$ cat src/rtl/msnw_pkg.sv
// msnw_pkg: shared definitions for the message network.
//   MSNW_PKT_WIDTH  - packet width in bits
//   msnw_pkt_t      - packet type
//   msnw_parity_ok  - even-parity check. The master-side parity generator uses
//                     the same function, so both ends agree on the definition.
package msnw_pkg;

  localparam int MSNW_PKT_WIDTH = 64;

  typedef logic [MSNW_PKT_WIDTH-1:0] msnw_pkt_t;

  // A packet is good when checking is off, or when all of its bits XOR to 0.
  function automatic logic msnw_parity_ok(msnw_pkt_t p, logic en);
    return !en || !(^p);
  endfunction

endpackage

$ cat src/rtl/msnw_sync_fifo.sv
// msnw_sync_fifo: single-clock FIFO with registered storage.
//   clk, rstb       - clock, asynchronous active-low reset (control state only)
//   push, wdata     - write request and data; ignored when full unless popping
//   pop, rdata      - read request and head of FIFO; pop is ignored when empty
//   full, empty     - occupancy flags
//   count           - current occupancy
//   count_next      - occupancy after this cycle's push/pop
// A push and a pop in the same cycle both take effect, including when full.
// The pointers wrap naturally because DEPTH is a power of 2.
module msnw_sync_fifo #(
  parameter int DEPTH = 8,
  parameter int WIDTH = 64
) (
  input  logic                     clk,
  input  logic                     rstb,
  input  logic                     push,
  input  logic                     pop,
  input  logic [WIDTH-1:0]         wdata,
  output logic [WIDTH-1:0]         rdata,
  output logic                     full,
  output logic                     empty,
  output logic [$clog2(DEPTH):0]   count,
  output logic [$clog2(DEPTH):0]   count_next
);

  localparam int PTR_W = $clog2(DEPTH);
  localparam int CNT_W = PTR_W + 1;

  logic [WIDTH-1:0] mem [DEPTH];
  logic [PTR_W-1:0] wr_ptr;
  logic [PTR_W-1:0] rd_ptr;
  logic             do_push;
  logic             do_pop;

  assign empty   = (count == '0);
  assign full    = (count == CNT_W'(DEPTH));
  assign do_pop  = pop && !empty;
  // When full, a push fits only because the pop frees the head slot.
  assign do_push = push && (!full || do_pop);
  assign rdata   = mem[rd_ptr];

  always_comb begin
    count_next = count;
    if (do_push && !do_pop)
      count_next = count + 1'b1;
    else if (!do_push && do_pop)
      count_next = count - 1'b1;
  end

  always_ff @(posedge clk or negedge rstb) begin
    if (!rstb) begin
      wr_ptr <= '0;
      rd_ptr <= '0;
      count  <= '0;
    end else begin
      if (do_push)
        wr_ptr <= wr_ptr + 1'b1;
      if (do_pop)
        rd_ptr <= rd_ptr + 1'b1;
      count <= count_next;
    end
  end

  // Storage carries data only, so it has no reset.
  always_ff @(posedge clk) begin
    if (do_push)
      mem[wr_ptr] <= wdata;
  end

endmodule

$ cat src/rtl/msnw_rx_buffer.sv
// msnw_rx_buffer: slave-side receive stage of the message network.
// Checks even parity on request, captures rejected packets, buffers good
// packets in a FIFO and throttles the master with a registered xoff.
//   clk, rstb     - clock, asynchronous active-low reset
//   msnw_pkt      - incoming packet, qualified by valid
//   parity_en     - check parity on this packet (sampled with valid)
//   xoff          - registered flow control back to the master
//   parity_error  - one-cycle pulse per rejected packet
//   error_pkt     - last packet that failed parity
//   out_pkt       - head of FIFO (don't-care while out_valid=0)
//   out_valid     - FIFO not empty
//   out_ready     - downstream accepts out_pkt
//   fill_level    - FIFO occupancy
//   overflow      - sticky: a good packet was dropped on a full FIFO
//   err_count     - saturating parity-failure counter; exists only when
//                   MSNW_RX_ERR_CNT_EN is defined (with parameter ERR_CNT_WIDTH)
module msnw_rx_buffer #(
  parameter int MSNW_PKT_WIDTH = 64,
  parameter int DEPTH          = 8,
  parameter int XOFF_SLACK     = 3
`ifdef MSNW_RX_ERR_CNT_EN
  ,
  parameter int ERR_CNT_WIDTH  = 16
`endif
) (
  input  logic                       clk,
  input  logic                       rstb,
  input  logic [MSNW_PKT_WIDTH-1:0]  msnw_pkt,
  input  logic                       valid,
  input  logic                       parity_en,
  output logic                       xoff,
  output logic                       parity_error,
  output logic [MSNW_PKT_WIDTH-1:0]  error_pkt,
  output logic [MSNW_PKT_WIDTH-1:0]  out_pkt,
  output logic                       out_valid,
  input  logic                       out_ready,
  output logic [$clog2(DEPTH):0]     fill_level,
  output logic                       overflow
`ifdef MSNW_RX_ERR_CNT_EN
  ,
  output logic [ERR_CNT_WIDTH-1:0]   err_count
`endif
);

  import msnw_pkg::*;

  localparam int CNT_W = $clog2(DEPTH) + 1;

  logic             pkt_ok;
  logic             pkt_bad;
  logic             push;
  logic             pop;
  logic             full;
  logic             empty;
  logic [CNT_W-1:0] count_next;

  // The cast zero-extends narrower packets, which leaves parity unchanged.
  assign pkt_ok  = msnw_parity_ok(msnw_pkt_t'(msnw_pkt), parity_en);
  assign pkt_bad = valid && !pkt_ok;
  assign pop     = out_valid && out_ready;
  assign push    = valid && pkt_ok && (!full || pop);

  msnw_sync_fifo #(
    .DEPTH (DEPTH),
    .WIDTH (MSNW_PKT_WIDTH)
  ) u_fifo (
    .clk        (clk),
    .rstb       (rstb),
    .push       (push),
    .pop        (pop),
    .wdata      (msnw_pkt),
    .rdata      (out_pkt),
    .full       (full),
    .empty      (empty),
    .count      (fill_level),
    .count_next (count_next)
  );

  assign out_valid = !empty;

  // Register stage: flow control, error capture and overflow flag.
  always_ff @(posedge clk or negedge rstb) begin
    if (!rstb) begin
      xoff         <= 1'b0;
      parity_error <= 1'b0;
      error_pkt    <= '0;
      overflow     <= 1'b0;
    end else begin
      // Uses the post-update occupancy so xoff leaves XOFF_SLACK entries of
      // headroom for packets already in flight when the master sees it.
      xoff         <= (count_next >= CNT_W'(DEPTH - XOFF_SLACK));
      parity_error <= pkt_bad;
      if (pkt_bad)
        error_pkt <= msnw_pkt;
      // Only good packets count as drops; parity failures never set overflow.
      if (valid && pkt_ok && full && !pop)
        overflow <= 1'b1;
    end
  end

`ifdef MSNW_RX_ERR_CNT_EN
  always_ff @(posedge clk or negedge rstb) begin
    if (!rstb)
      err_count <= '0;
    else if (pkt_bad && (err_count != '1))
      err_count <= err_count + 1'b1;
  end
`endif

endmodule

$ cat config.mk
export PLATFORM = sky130hd
export DESIGN_NAME = msnw_rx_buffer
export DESIGN_NICKNAME = d
export VERILOG_FILES = /design/src/rtl/msnw_pkg.sv /design/src/rtl/msnw_sync_fifo.sv /design/src/rtl/msnw_rx_buffer.sv
export SDC_FILE = /design/constraint.sdc
export NUM_CORES = 1
export LEC_CHECK = 0
export BUFFER_PORTS_ARGS = -buffer_cell sky130_fd_sc_hd__buf_2
export CAP_MARGIN = 20
export CORE_UTILIZATION = 55
export CTS_CLUSTER_DIAMETER = 150
export DETAILED_ROUTE_END_ITERATION = 6
export PLACE_DENSITY = 0.81
export SYNTH_ARGS = -nofsm -noshare
export SYNTH_HDL_FRONTEND = slang
export SYNTH_HIERARCHICAL = 1
export SYNTH_SLANG_ARGS = --single-unit
$ cat constraint.sdc
create_clock -name clk -period 13.42 [get_ports clk]
set_clock_uncertainty 0.1 [all_clocks]
set_input_delay 3.355 -clock clk [delete_from_list [all_inputs] [get_ports clk]]
set_output_delay 3.355 -clock clk [all_outputs]
set_load 0.03 [all_outputs]
* Word-level counts from Yosys, hierarchy flattened *
Memories as Yosys holds them, arrays and structs flattened.
Index checks and enable logic that the tools add are counted.
W data, S select, Z words.

cells by class
  reduce and logical (&&, ||, !) cells = 23
  $add $sub $neg = 4
  order comparisons = 1
  mux-type cells = 4
  equal/unequal tests = 1

operators with widths
  operator               number
  $reduce_xor A64 Y1     1
  $logic_and A1 B1 Y1    10
  $logic_not A1 Y1       8
  $mux W4                2
  $add A3 B1 Y3 const B  2
  $add A4 B1 Y4 const B  1
  $eq A4 B4 Y1 const B   1
  $ge A4 B3 Y1 const B   1
  $logic_not A4 Y1       1
  $sub A4 B1 Y4 const B  1
  $logic_or A1 B1 Y1     3
  $mux W1                2

storage, ports and cells
  bits in writable memories = 512
  output and inout bits = 136
  memories = 1
  logic and storage cells = 41
  bits in registers = 77
  input bits = 69

memories
  name        words  width  rd ports  clocked after Yosys merged registers in  write ports  RTL line              text
  u_fifo.mem  8      64     1         0                                        1            msnw_sync_fifo.sv:29  logic [WIDTH-1:0] mem [DEPTH];

* Longest topological paths before layout *
Gate-level depths: netlist (run 1).

  word-level depth = 11
  gate-level depth with buffers = 15
  gate-level depth less buffers = 14

* By module *
Netlist (run 1), hierarchy kept.

by module, submodules not included
  module          times used  cells each  seq. area each (µm²)  area an instance (µm²)
  msnw_sync_fifo  1           808         15625.0               19826.5
  msnw_rx_buffer  1           211         1676.6                3315.7

* Worst setup path after synthesis (run 1) *
OpenSTA, ideal clock, no wires.

  path type = in2reg
  start = in msnw_pkt[11]
  end = mem u_fifo.mem[0][0], enable pin
  arrival = 10932 ps
  slack = 1745 ps
  required time = 12676 ps
  setup time = 644 ps
  path buffers = 1
  stages on the path = 11
  cell sequence = xor2_1 -> xnor2_1 -> xnor2_1 -> xnor2_1 -> xnor2_1 -> xnor2_1 -> nand2_1 -> and3_1 -> clkbuf_1 -> o21ai_2 -> nor4_1

between the ends
  word-level cells in the longest chain between the ends = 8

ends and longest elaborated chain
  item                              RTL line              text
  from (decl)                       msnw_rx_buffer.sv:28  input logic [MSNW_PKT_WIDTH-1:0] msnw_pkt,
  $reduce_xor A64 Y1                msnw_pkg.sv:14        return !en || !(^p);
  $logic_not A1 Y1                  msnw_pkg.sv:14
  $logic_or A1 B1 Y1                msnw_pkg.sv:14
  $logic_and A1 B1 Y1 (2 in a row)  msnw_rx_buffer.sv:61  assign push = valid && pkt_ok && (!full || pop);
  net push                          msnw_rx_buffer.sv:51  logic push;
  $logic_and A1 B1 Y1               msnw_sync_fifo.sv:39  assign do_push = push && (!full || do_pop);
  $mux W1                           msnw_sync_fifo.sv:66  if (do_push)
  $mux W1 (not written as such)     msnw_sync_fifo.sv:67  mem[wr_ptr] <= wdata;
  to (decl)                         msnw_sync_fifo.sv:29

The timed path passes the listed nets, and every way through them passes these cells.

* Worst setup path in the final report (run 1) *
  start = in msnw_pkt[11]
  end = mem u_fifo.mem[3][40], enable pin

The elaborated chain is that of the path after synthesis.

==> impl_metrics.tcl, run 1 <==
set metrics [dict create \
    status "complete, no violations" \
    synth.net_count 1092 \
    startpoint "msnw_pkt[11]" \
    clockRootBuffer "clkbuf_16" \
    cts.path.max_buffers 3 \
    port_buffers 204 \
    r2r_end "u_fifo/mem[3][40]" \
    cts_buffers 57 \
    power.share.switching_pct 35.3 \
    tns_ps 0 \
    p_leak_nw 9.11 \
    r2r_cells 11 \
    min_period_ps 7370 \
    end_kind "flop" \
    min_path_type "flop to flop" \
    layout-drive-gt1-share_pct 43.6 \
    die_h_um 207 \
    p_seq_share_pct 39.0 \
    multi_input_area_mm2 0.00551 \
    routed_via_density 5.84 \
    nets 1330 \
    hold_path_startpoint "overflow" \
    arrival_ps 7480 \
    cts-htree-levels 2 \
    slew_violations 0 \
    io-pin-count 205 \
    start_kind "primary input" \
    hpwl_um 25500 \
    antenna_found_initial 0 \
    dr.pass1.iters 5 \
    final_antenna_net_count 0 \
    post_cts_buffers 0 \
    worstMarginPinSlew_ps 1090 \
    track_usage_pct 22.2 \
    clock.fmax_mhz 136 \
    netlist_area_mm2 0.0231 \
    initial_core_util_pct 56.2 \
    critical_path_class "primary input to flop" \
    cp.required_ps 13530 \
    critPathMaxFanout 45 \
    netlist_instances 1019 \
    antenna_cells 0 \
    r2r_setup_slack_ps 9420 \
    vias 10700 \
    finalHoldViolations 0 \
    routed_wl_um 45900 \
    area_delta_synth_final_pct 14.3 \
    grt_pass1_wl_um 70400 \
    clock_latency_ps 590 \
    cap_violations 0 \
    slew_headroom_pct 27.6 \
    core_area_mm2 0.0412 \
    grt_pass1_vias 11500 \
    dieArea_mm2 0.0429 \
    p_sw_w 0.00240 \
    grt-ovfl-total 0 \
    rsz0062_at_grt "no" \
    postCtsResizedCells 0 \
    finalCritPeriodShare_pct 55.0 \
    drc 0 \
    pwr-share-clk_pct 22.0 \
    postSynthAreaPerCell_um2 22.7 \
    holdBufCountCts 0 \
    rows 74 \
    synth.yosys.seq_area_share_pct 74.8 \
    die_w_um 207 \
    pre_cts_ws_ps 5390 \
    final.fill_count 2687 \
    regArea_mm2 0.0173 \
    place_congestion 0.726 \
    p_comb_share_pct 39.0 \
    clk_pin_slew_ps 60 \
    timing.rr.start "u_fifo/count[1]" \
    timing.final.ws_setup_ps 6050 \
    synth.ff_latch_count 589 \
    cts_tree "yes" \
    wl_per_cell_um 25.1 \
    setup_viol 0 \
    crit_end "u_fifo/mem[3][40]" \
    clock-sinks 589 \
    worst_ir_drop_vdd_mv 0.193 \
    power_density_mw_per_mm2 257 \
    first_iter_violations 710 \
    internal-power_w 0.00440 \
    grt_max_degree 70 \
    synth_warnings 6 \
    yosysUniqueCellTypes 38 \
]
==> per-layer routing <==
layer	global-route usage (%)	wire length [µm]	vias to the layer above
met5	0	0	-
met2	36.2	22800	362
met1	31.2	19500	5658
met4	6.00	957	0
met3	3.88	2630	64
li1	-	-	4633
==> synth_stat cells <==
cell type | n | area, µm²
dfrtp_1 | 77 | 1930
o221ai_1 | 1 | 8.76
o22ai_1 | 1 | 6.26
and3_1 | 2 | 12.5
o21ai_0 | 3 | 15.0
mux4_2 | 128 | 2880
inv_1 | 5 | 18.8
buf_2 | 4 | 20.0
nor4_1 | 1 | 6.26
mux2_2 | 79 | 890
nor2b_1 | 1 | 6.26
or4_1 | 1 | 7.51
clkbuf_1 | 12 | 45.0
buf_4 | 2 | 15.0
nor3b_2 | 1 | 12.5
o211ai_1 | 1 | 7.51
xnor2_1 | 61 | 534
edfxtp_1 | 512 | 15400
nor2_1 | 5 | 18.8
nor3_1 | 4 | 20.0
a41o_1 | 1 | 10.0
mux2_4 | 49 | 736
o21a_1 | 1 | 7.51
buf_1 | 9 | 33.8
nand2b_1 | 4 | 25.0
or3b_2 | 1 | 8.76
mux2i_1 | 2 | 20.0
or3_1 | 1 | 6.26
a32oi_1 | 1 | 8.76
ha_1 | 4 | 50.1
nand3b_1 | 1 | 7.51
buf_6 | 11 | 124
o21ai_2 | 1 | 8.76
xor2_1 | 8 | 70.1
nand2_1 | 16 | 60.1
nand4_1 | 1 | 6.26
and3_4 | 1 | 11.3
buf_12 | 6 | 120
==> per-stage QoR <==
stage | total power [W] | instances | instance area, µm² | utilization (%) | hold slack, ps
finish | 0.00680 | 1834 | 26400 | 64.2 | 377
detailed placement | 0.00535 | 1728 | 24700 | 59.9 | 362
floorplan | 0.00471 | 1019 | 23100 | - | 417
CTS | 0.00686 | 1832 | 26400 | 64.1 | 383
global placement | 0.00530 | 1728 | 24700 | 59.9 | 352
global route | 0.00709 | 1834 | 26400 | 64.2 | 395
==> placed cells by master (no fill, tap or decap), types with 4 or more instances in the layout <==
master	synthesis	layout
edfxtp_1	512	512
buf_2	4	203
mux4_2	128	128
mux2_2	79	79
dfrtp_1	77	74
xnor2_1	61	61
clkbuf_16	0	57
mux2_4	49	49
clkbuf_1	12	20
buf_4	2	18
nand2_1	16	16
clkinv_1	0	10
xor2_1	8	8
clkbuf_8	0	7
clkinv_2	0	6
inv_1	5	5
nand2b_1	4	4
nor3_2	0	4
ha_1	4	4
==> logic make-up after synthesis <==
| logic type | Yosys count | share of synthesized area (%) |
|---|---|---|
| xor gates and xnor gates | 69 | 2.61 |
| adders and majority gates | 4 | 0.216 |
| buffers and inverters | 49 | 1.63 |
| muxes | 258 | 19.6 |
| DFF | 589 | 74.8 |
| and+or+nand+nor | 40 | 0.903 |
| AOI/OAI and AO/OA | 10 | 0.314 |
==> worst max-delay path: stages <==
cell and delay, ps:
buf_2 190, xor2_1 200, xnor2_1 120, xnor2_1 400, xnor2_1 140, xnor2_1 410, xnor2_1 230, nand2_1 130
and3_1 340, o21a_1 230, nand2_1 250, nor2_4 680, buf_4 770
==> sequential cells by signal, summed over array words and instances, names as in the netlist <==
signal	cells
u_fifo/count	4
xoff	1
parity_error	1
u_fifo/wr_ptr	3
u_fifo/mem	512
overflow	1
error_pkt	64
u_fifo/rd_ptr	3
==> cell type report <==
| cell class | instances | share of cell area (%) |
|---|---|---|
| timing repair buffer | 223 | 4.50 |
| clock buffer | 84 | 6.04 |
| clock inverter | 20 | 0.544 |
| inverter | 5 | 0.0710 |
| multi-input combinational | 381 | 20.8 |
| tap | 532 | 2.52 |
| sequential | 589 | 65.5 |
==> how the worst min path moves through the flow <==
stage	to	cells past startpoint
2_1_floorplan	u_fifo/wr_ptr[2]	1
3_3_place_gp	overflow	1
3_5_place_dp	overflow	1
4_1_cts	overflow	1
5_1_grt	overflow	1
6_report	overflow	1
==> power by group through the flow <==
stage	registers [W]	logic [W]	clock network, W
CTS	0.00270	0.00264	0.00152
detailed placement	0.00273	0.00262	0
floorplan	0.00282	0.00189	0
global placement	0.00270	0.00260	0
finish	0.00265	0.00265	0.00150
global route	0.00270	0.00280	0.00159
Note: power is estimated with default switching activity, not from simulation.
==> inputs of run 2 (changes only) <==
--- a/config.mk
+++ b/config.mk
@@ -5,12 +5,13 @@
 export SDC_FILE = /design/constraint.sdc
 export NUM_CORES = 1
 export LEC_CHECK = 0
+export ABC_AREA = 1
 export BUFFER_PORTS_ARGS = -buffer_cell sky130_fd_sc_hd__buf_2
 export CAP_MARGIN = 20
 export CORE_UTILIZATION = 55
 export CTS_CLUSTER_DIAMETER = 150
 export DETAILED_ROUTE_END_ITERATION = 6
-export PLACE_DENSITY = 0.81
+export PLACE_DENSITY = 0.8
 export SYNTH_ARGS = -nofsm -noshare
 export SYNTH_HDL_FRONTEND = slang
 export SYNTH_HIERARCHICAL = 1
==> constraint.sdc (replaced) <==
create_clock -name clk -period 7.6 [get_ports clk]
set_clock_uncertainty 0.1 [all_clocks]
set_input_delay 1.9 -clock clk [delete_from_list [all_inputs] [get_ports clk]]
set_output_delay 1.9 -clock clk [all_outputs]
set_load 0.03 [all_outputs]
==> run 2 against run 1 <==
Synthesized cell count is 120% higher. Global-route usage rose by 5.2 points. Synthesized area grew 7.8%. Register-to-register slack worse by 5700 ps. Total power is 70% higher. Non-clock buffer count up 5. Hold slack got worse by 9.0 ps. Critical path type is now flop to output port. Critical endpoint is now out_pkt[37]. Largest cell class unchanged. Highest routed layer is now met5.
==> impl_metrics.tcl, run 2 <==
set metrics [dict create \
    setup_viol 0 \
    vias 18100 \
    final_common_cell "nand2_1" \
    ys.flop_type "edfxtp_1" \
    nets 2493 \
    core_area_mm2 0.0445 \
    worst_ir_drop_vdd_mv 0.289 \
    layout-drive-gt1-share_pct 15.3 \
    place_congestion 0.813 \
    synth_top_family_by_area "simple AND/OR/NAND/NOR gates" \
    cpMostUsedCell "nand2_1" \
    area_delta_synth_final_pct 13.1 \
    timing.final.ws_setup_ps 1750 \
    tns_ps 0 \
    largest-register "u_fifo/mem" \
    synth.yosys.seq_area_share_pct 69.3 \
    cts.path.max_buffers 3 \
    slowest_delay_ps 880 \
    critPathBufInv 3 \
    final_antenna_net_count 0 \
    finalNonFillerCells 3063 \
    finalCritPeriodShare_pct 76.9 \
    track_usage_pct 27.3 \
    end_kind "output port" \
    routed_wl_um 63400 \
    hpwl_um 34900 \
    top_regs "u_fifo/mem: 512 flops, error_pkt: 64 flops, u_fifo/count: 4 flops" \
    synth_area_leader_cell "edfxtp_1" \
    largest_register_ffs 512 \
    clockRootBuffer "clkbuf_16" \
    min_period_ps 5850 \
    clock-sinks 589 \
    synth.net_count 2332 \
    cap_violations 0 \
    synthMuxAreaShare_pct 0 \
    yosys-top-cells-area "edfxtp_1 62%, nand2_1 10%, dfrtp_1 7.7%, nor2_1 3.5%, o22ai_1 3.2%" \
    first_iter_violations 1937 \
    synth_top_area_share_pct 61.6 \
    port_buffers 204 \
    initial_core_util_pct 56.1 \
    placed_cell_area_mm2 0.0263 \
    cp.required_ps 5600 \
    drc 0 \
    min_path_type "flop to flop" \
    yosysUniqueCellTypes 27 \
    postSynthAreaPerCell_um2 11.0 \
    final_cell_area_mm2 0.0282 \
    synthArstFlopShare_pct 13.1 \
    mostFrequentLayoutCells "697 x nand2_1, 512 x edfxtp_1, 226 x nor2_1" \
    dr.pass1.iters 6 \
    grt_pass1_vias 17900 \
    p_leak_nw 11.4 \
    power_density_mw_per_mm2 409 \
    io-pin-count 205 \
    grt_pass1_wl_um 98100 \
    arrival_ps 3850 \
    synth_compound_area_share_pct 8.44 \
    clock_latency_ps 600 \
    post_cts_buffers 0 \
    netlist_area_mm2 0.0250 \
    crit_slowest_cell "dfrtp_4" \
    slew_violations 0 \
    synth_commonest_cells "698 x nand2_1, 512 x edfxtp_1, 234 x nor2_1" \
    netlist_instances 2259 \
    die_w_um 215 \
    slew_headroom_pct 24.7 \
    cts_tree "yes" \
    wl_per_cell_um 20.7 \
    critical_path_class "flop to output port" \
    holdBufCountCts 0 \
    worstMarginPinSlew_ps 1130 \
    crit_chain "inv_8 -> buf_4 -> nor2_1 -> o22ai_1 -> nand2_1 -> nand2_1 -> buf_2" \
    clock.fmax_mhz 171 \
    clk_pin_slew_ps 60 \
    status "complete, no violations" \
    finalHoldViolations 0 \
    die_h_um 215 \
    synth_edf_count 512 \
    grt_max_degree 121 \
    cts_buffers 58 \
    postCtsResizedCells 0 \
    dieArea_mm2 0.0462 \
    yosysMostFrequentCell "nand2_1" \
    yosys.area_share.adder_pct 0.201 \
    routed_via_density 5.91 \
    synth.ff_latch_count 589 \
    grt-ovfl-total 0 \
    synth-xor-area-share_pct 0.597 \
    synth_warnings 6 \
    critPathMaxFanout 120 \
    pre_cts_ws_ps 1900 \
    cts-htree-levels 2 \
    dp_cells 2952 \
    rsz0062_at_grt "no" \
    rows 77 \
    cpLargestDelayFamily "buffers and inverters" \
    start_kind "flop" \
    synthSimpleGateAreaFrac_pct 17.0 \
    fin_util_pct 63.4 \
    antenna_found_initial 2 \
]
run 2: changes by cell type in the layout (fill, tap and decap cells not counted), moves of 54 or more:
cell,delta
o22ai_1,+127
nand4_1,+63
nor2_1,+224
xnor2_1,-54
o21ai_0,+154
mux4_2,-128
inv_1,+67
nand2_1,+681
mux2_2,-79
o21ai_1,+103
run 2: through the flow:
step	total power (W)	hold WS [ps]
6_report	0.0115	368
5_1_grt	0.0121	389
4_1_cts	0.0115	373
3_5_place_dp	0.00860	357
3_3_place_gp	0.00846	350
2_1_floorplan	0.00739	382
run 2: worst min-delay path, delay by kind of cell (launching register included):
family,cells,cell delay (ps)
AND/OR/NAND/NOR,2,100
flip-flops,1,340
run 2: cell families after synthesis:
logic type,count (synthesis)
adders and majority gates,4
AOI/OAI and AO/OA,389
and+or+nand+nor,1054
buffers and inverters,206
xor gates and xnor gates,17
DFF,589
run 2: layout make-up:
class / instances / area, µm²
Inverter: 79 / 307
Sequential cell: 589 / 17300
Timing Repair Buffer: 228 / 1270
Clock buffer: 77 / 1630
Fill cell: 3348 / 16300
Antenna cell: 1 / 2.50
Clock inverter: 33 / 342
Tap cell: 592 / 741
Multi-Input combinational cell: 1464 / 6630
run 2: final timing paths:
kind / from / end / slack [ps] / cells after the start
hold / removal: error_pkt[16] / error_pkt[16] / 370 / 2
min in group asynchronous: rstb / error_pkt[17] / 1160 / 1
max in group asynchronous: rstb / u_fifo/rd_ptr[0] / 5030 / 2
hold reg to reg: error_pkt[16] / error_pkt[16] / 370 / 2
setup / recovery: u_fifo/rd_ptr[0] / out_pkt[37] / 1750 / 7
setup reg to reg: u_fifo/count[0] / u_fifo/mem[1][58] / 3690 / 12
run 2: where the power goes:
| part | switching [W] | internal, W |
|---|---|---|
| Combinational | 0.00312 | 0.00110 |
| Sequential | 0.000317 | 0.00406 |
| Clock | 0.00120 | 0.00174 |
| Total | 0.00463 | 0.00690 |
run 2: metal layers:
| layer | GRT usage, % | up-vias | wire, µm | part of all wire (%) |
|---|---|---|---|---|
| li1 | - | 8175 | - | - |
| met5 | 0 | - | 13 | 0.020 |
| met2 | 45.2 | 909 | 30600 | 48 |
| met1 | 36.1 | 8856 | 25200 | 40 |
| met3 | 4.85 | 152 | 5500 | 8.7 |
| met4 | 10.8 | 2 | 2090 | 3.3 |
